### src/rtl/arquitetura_nios2_qsys_0_oci_trace_capture.sv
// Trace capture ring buffer. Writes become visible after 1 cycle and reads are show-ahead.
// There is no backpressure on writes: when the buffer is full, WRAP_MODE selects whether the oldest entry or the new word is lost.
module arquitetura_nios2_qsys_0_oci_trace_capture #(
  parameter int DATA_W    = 30,
  parameter int CNT_W     = 4,
  parameter int DEPTH     = 16,
  parameter int POST_TRIG = 8,
  parameter int WRAP_MODE = 1,
  localparam int ADDR_W   = $clog2(DEPTH)
) (
  input  logic                    clk,
  input  logic                    reset_n,
  input  logic [DATA_W-1:0]       dct_buffer,
  input  logic [CNT_W-1:0]        dct_count,
  input  logic                    dct_valid,
  input  logic                    test_ending,
  input  logic                    test_has_ended,
  input  logic                    rd_ready,
  output logic                    rd_valid,
  output logic [DATA_W+CNT_W-1:0] rd_data,
  output logic [ADDR_W:0]         fill_level,
  output logic                    overflow,
  output logic [1:0]              cap_state
);

  typedef enum logic [1:0] {
    ST_CAPTURE = 2'b00,
    ST_POST    = 2'b01,
    ST_FROZEN  = 2'b10
  } cap_state_t;

  localparam logic [ADDR_W:0] FILL_FULL = (ADDR_W+1)'(DEPTH);
  localparam logic [ADDR_W:0] POST_LOAD = (ADDR_W+1)'(POST_TRIG);
  localparam logic [ADDR_W:0] CNT_ONE   = (ADDR_W+1)'(1);
  localparam logic [ADDR_W:0] CNT_ZERO  = '0;

  cap_state_t              state_q, state_d;
  logic [ADDR_W:0]         post_cnt_q, post_cnt_d;
  logic [ADDR_W-1:0]       wr_ptr_q, rd_ptr_q;
  logic [ADDR_W:0]         fill_q;
  logic                    ovf_q;
  logic [DATA_W+CNT_W-1:0] mem [DEPTH];

  logic wr_en;
  logic pop;
  logic full;
  logic store;
  logic adv_rd;
  logic ovf_set;

  assign wr_en   = dct_valid && (state_q != ST_FROZEN);
  assign pop     = rd_valid && rd_ready;
  assign full    = (fill_q == FILL_FULL);
  // A write into a full buffer is stored only if a pop frees a slot or wrap mode evicts the oldest entry.
  assign store   = wr_en && (!full || pop || (WRAP_MODE != 0));
  assign adv_rd  = pop || (wr_en && full && (WRAP_MODE != 0));
  assign ovf_set = wr_en && full && !pop;

  assign rd_valid   = (fill_q != CNT_ZERO);
  assign rd_data    = mem[rd_ptr_q];
  assign fill_level = fill_q;
  assign overflow   = ovf_q;
  assign cap_state  = state_q;

  always_ff @(posedge clk) begin
    if (store) begin
      mem[wr_ptr_q] <= {dct_count, dct_buffer};
    end
  end

  always_ff @(posedge clk) begin
    if (!reset_n) begin
      wr_ptr_q <= '0;
      rd_ptr_q <= '0;
      fill_q   <= '0;
      ovf_q    <= 1'b0;
    end else begin
      if (store) begin
        wr_ptr_q <= wr_ptr_q + 1'b1;
      end
      if (adv_rd) begin
        rd_ptr_q <= rd_ptr_q + 1'b1;
      end
      if (wr_en && !pop && !full) begin
        fill_q <= fill_q + 1'b1;
      end else if (!wr_en && pop) begin
        fill_q <= fill_q - 1'b1;
      end
      if (ovf_set) begin
        ovf_q <= 1'b1;
      end
    end
  end

  always_ff @(posedge clk) begin
    if (!reset_n) begin
      state_q    <= ST_CAPTURE;
      post_cnt_q <= '0;
    end else begin
      state_q    <= state_d;
      post_cnt_q <= post_cnt_d;
    end
  end

  // Post-trigger count includes writes dropped in no-wrap mode; the write that trips the counter is the last captured.
  always_comb begin
    state_d    = state_q;
    post_cnt_d = post_cnt_q;
    case (state_q)
      ST_CAPTURE: begin
        if (test_has_ended) begin
          state_d = ST_FROZEN;
        end else if (test_ending) begin
          if (POST_TRIG == 0) begin
            state_d = ST_FROZEN;
          end else begin
            state_d    = ST_POST;
            post_cnt_d = POST_LOAD;
          end
        end
      end
      ST_POST: begin
        if (test_has_ended || (post_cnt_q == CNT_ZERO)) begin
          state_d = ST_FROZEN;
        end else if (wr_en) begin
          post_cnt_d = post_cnt_q - 1'b1;
          if (post_cnt_q == CNT_ONE) begin
            state_d = ST_FROZEN;
          end
        end
      end
      ST_FROZEN: begin
        state_d = ST_FROZEN;
      end
      default: begin
        state_d = ST_FROZEN;
      end
    endcase
  end

endmodule

### config.mk
export PLATFORM = sky130hd
export DESIGN_NAME = arquitetura_nios2_qsys_0_oci_trace_capture
export DESIGN_NICKNAME = d
export VERILOG_FILES = /design/src/rtl/arquitetura_nios2_qsys_0_oci_trace_capture.sv
export SDC_FILE = /design/constraint.sdc
export NUM_CORES = 1
export LEC_CHECK = 0
export BUFFER_PORTS_ARGS = -buffer_cell sky130_fd_sc_hd__buf_2
export CORE_MARGIN = 3
export CORE_UTILIZATION = 50
export DETAILED_ROUTE_END_ITERATION = 8
export HOLD_SLACK_MARGIN = 0.05
export PLACE_DENSITY = 0.74
export SYNTH_ARGS = -nofsm -noshare
export SYNTH_HDL_FRONTEND = slang
export SYNTH_SLANG_ARGS = --single-unit
### constraint.sdc
create_clock -name clk -period 5.8 [get_ports clk]
set_clock_uncertainty 0.1 [all_clocks]
set_input_delay 0 -clock clk [delete_from_list [all_inputs] [get_ports clk]]
set_output_delay 0 -clock clk [all_outputs]
set_load 0.01 [all_outputs]
==> summary.txt <==
Complex-gate fraction of the synthesized area: 1.27%
Clk pwr share: 34.8%
Top cells by area, synth: edfxtp_1 (75%), mux4_2 (18%), dfxtp_1 (2.3%)
Final WS setup: 2.39 ns
Slew headroom: 37.3%
Largest family of logic cells by synthesized area: multiplexers
Critical path depth: 4
Antenna violations before repair: 0
Required time of the critical path: 5.70 ns
Initial DRC Count: 1,215
Crit-path slowest cell: dfxtp_4
CTS tree: built
H-tree levels: 2
GRT Total Usage: 19.6%
Max VDD drop: 0.000302 V
Switching part of the total: 24.4%
Xor and xnor area share after synthesis: 0.241%
Top-area cell type share of the netlist area: 74.9%
CP Data Arrival Time: 3.31 ns
Routed Antenna Nets: 0
Largest net degree at the start of global routing: 62
Comb power frac: 19.2%
Vias in the first global route: 10.7k
PD cells: 407 nW/um^2
Slew @ Worst Pin: 0.941 ns
Synth Cell Area: 21,800 um^2
ANT cells: 0
Placed Area: 23,000 um^2
Setup TNS after final layout: 0 ns
Post-DR vias/cell: 5.97
Yosys reg bits: 569
Synth Area per Inst: 23.6 um^2
IO Pins: 83
Element type at the critical path end: output pin
Fmax: 293 MHz
WL final: 44.3 mm
Reg-to-reg setup timing slack: 2.57 ns
Die Span X: 215 um
Total power draw: 10.3 mW
Initial Utilization: 51.3%
Synth Area in Adders: 0.723%
R2r endpoint: fill_level[3]
Run status: finished clean
Reg power frac: 46.0%
Final-stage net count: 1,140
Synth Flop Type: edfxtp_1
First-pass GRT wire length: 67.8 mm
Share of layout cells above drive strength 1: 33.5%
Leak pwr: 7.88 nW
Die area: 46,200 um^2
Setup slack at placement: 2.83 ns
RePlAce Congestion: 0.749
DPL Wire Length: 23.5 mm
Syn Inst Count: 925
I/O Buffers: 82
Min Tclk post-route: 3.41 ns
Clk Latency, worst-skew pair: 0.58 ns
Synth Warn #: 0
Longest Clk Path Bufs: 3
Count leader, synth: edfxtp_1
Post-Synth Simple-Gate Area: 1.61%
Final number of setup-violating endpoints: 0
Mux cell area share after synthesis: 17.7%
CORE AREA: 42,500 um^2
Worst path cell trace: buf_4 > mux4_2 > mux4_2 > buf_2
Final Cell Area: 25,300 um^2
Max FO, Critical Path: 61
Register area share after synthesis: 77.2%
RSZ-0062 raised after global routing: no
Reg2reg start: fill_level[0]
Cell taking the most area after synthesis: edfxtp_1
CP bufs+invs: 2
DRT Pass-1 Iters: 5
Syn Nets: 977
Routed WL per cell: 25.9 um
Critical path class: flop to output pin
Residual DRC: 0
Die Height: 215 um
Fin. Hold Viols: 0
Layout area overhead: 16.0%
Min-delay worst type: primary input to flop
Grt total ovfl: 0
Via count: 10.2k
Most frequent CP cell: mux4_2
Post-synth EDFFs: 544
Fin. max-slew vios: 0
Worst Setup EP: rd_data[19]
CP top delay family: multiplexers
Max incr delay on CP: 0.89 ns
CTS clock-pin slew for the worst setup and hold paths: 0.06 ns
Commonest cells in the netlist: edfxtp_1 (544), mux4_2 (170), dfxtp_1 (25)
Ys async rst share: 0%
R2R cell count: 9
Total internal power: 7.79 mW
Root Driver: clkbuf_16
NetSw: 2.52 mW
MaxCap Viol Count: 0
Crit start category: flop
Sink Count: 569
Cell variety after synth: 49
CTS Buf Count: 55
Final Cycle Share: 58.8%
FP Rows: 75
-- cell type report --
type / count / area (um^2)
flip-flops and latches: 569 / 16800
clock inverters: 39 / 400
well taps: 577 / 722
clock buffers: 64 / 1430
fillers: 2915 / 17200
multi-input cells: 300 / 4800
inverters: 13 / 48.8
repair buffers: 149 / 1040
-- flip-flops by register name (all words and copies together), names as in the netlist, named ones only --
signal and flops:
mem 544, cap_state 2, rd_ptr_q 4, fill_level 5, overflow 1, post_cnt_q 5, wr_ptr_q 4
-- logic make-up after synthesis --
logic type | after synthesis
AOI/OAI and AO/OA | 42
muxes | 172
buffers and inverters | 56
and+or+nand+nor | 68
xor gates and xnor gates | 6
DFF | 569
adders and majority gates | 12
-- power groups by stage --
stage	registers (mW)	clock network, mW	logic, mW
after global routing	4.76	3.83	2.13
final	4.74	3.59	1.98
after CTS	4.74	3.64	2.01
after global placement	4.83	0	1.95
after floorplan	4.71	0	1.57
after detailed placement	4.83	0	1.97
-- worst min-delay path by stage --
stage | from | end | slack (ns) | cells past startpoint
2_1_floorplan | dct_buffer[0] | mem[0][0] | -0.001 | 0
3_3_place_gp | reset_n | cap_state[0] | 0.18 | 2
3_5_place_dp | reset_n | cap_state[0] | 0.19 | 2
4_1_cts | dct_count[0] | mem[11][30] | 0.22 | 2
5_1_grt | dct_count[0] | mem[11][30] | 0.24 | 2
6_report | dct_count[0] | mem[11][30] | 0.24 | 2
-- layer usage --
metal / track usage [%] / wire [um]
met1: 27.8 / 18000
met2: 32.0 / 22400
met3: 3.49 / 2850
met4: 5.26 / 957
met5: 0 / 0
-- per-stage QoR --
step / cells / hold slack (ns) / utilization (%)
final: 1711 / 0.245 / 59.5
after global placement: 1564 / 0.183 / 54.1
after floorplan: 925 / -0.00113 / -
after CTS: 1711 / 0.218 / 59.5
after global routing: 1711 / 0.245 / 59.5
after detailed placement: 1564 / 0.195 / 54.1
-- cells in the final DEF (no fill, tap or decap), types with 8 or more instances in the layout --
master,synthesis,final
a21oi_1,13,13
buf_2,17,82
buf_4,1,22
bufinv_16,0,8
clkbuf_1,15,8
clkbuf_16,0,56
clkinv_1,1,16
clkinv_2,0,10
dfxtp_1,25,21
dlygate4sd3_1,0,44
edfxtp_1,544,544
ha_1,11,11
inv_1,12,12
mux4_2,170,170
nand2_1,11,11
nor2_1,22,10
nor2_4,0,12
o21ai_0,9,9
-- timing repair --
action	4_1_cts	5_1_grt
endpoints found under the hold margin	569	0
setup buffers	0	0
resized for setup	0	0
hold buffers	44	0
No activity file was read; power rests on OpenSTA's default activity.
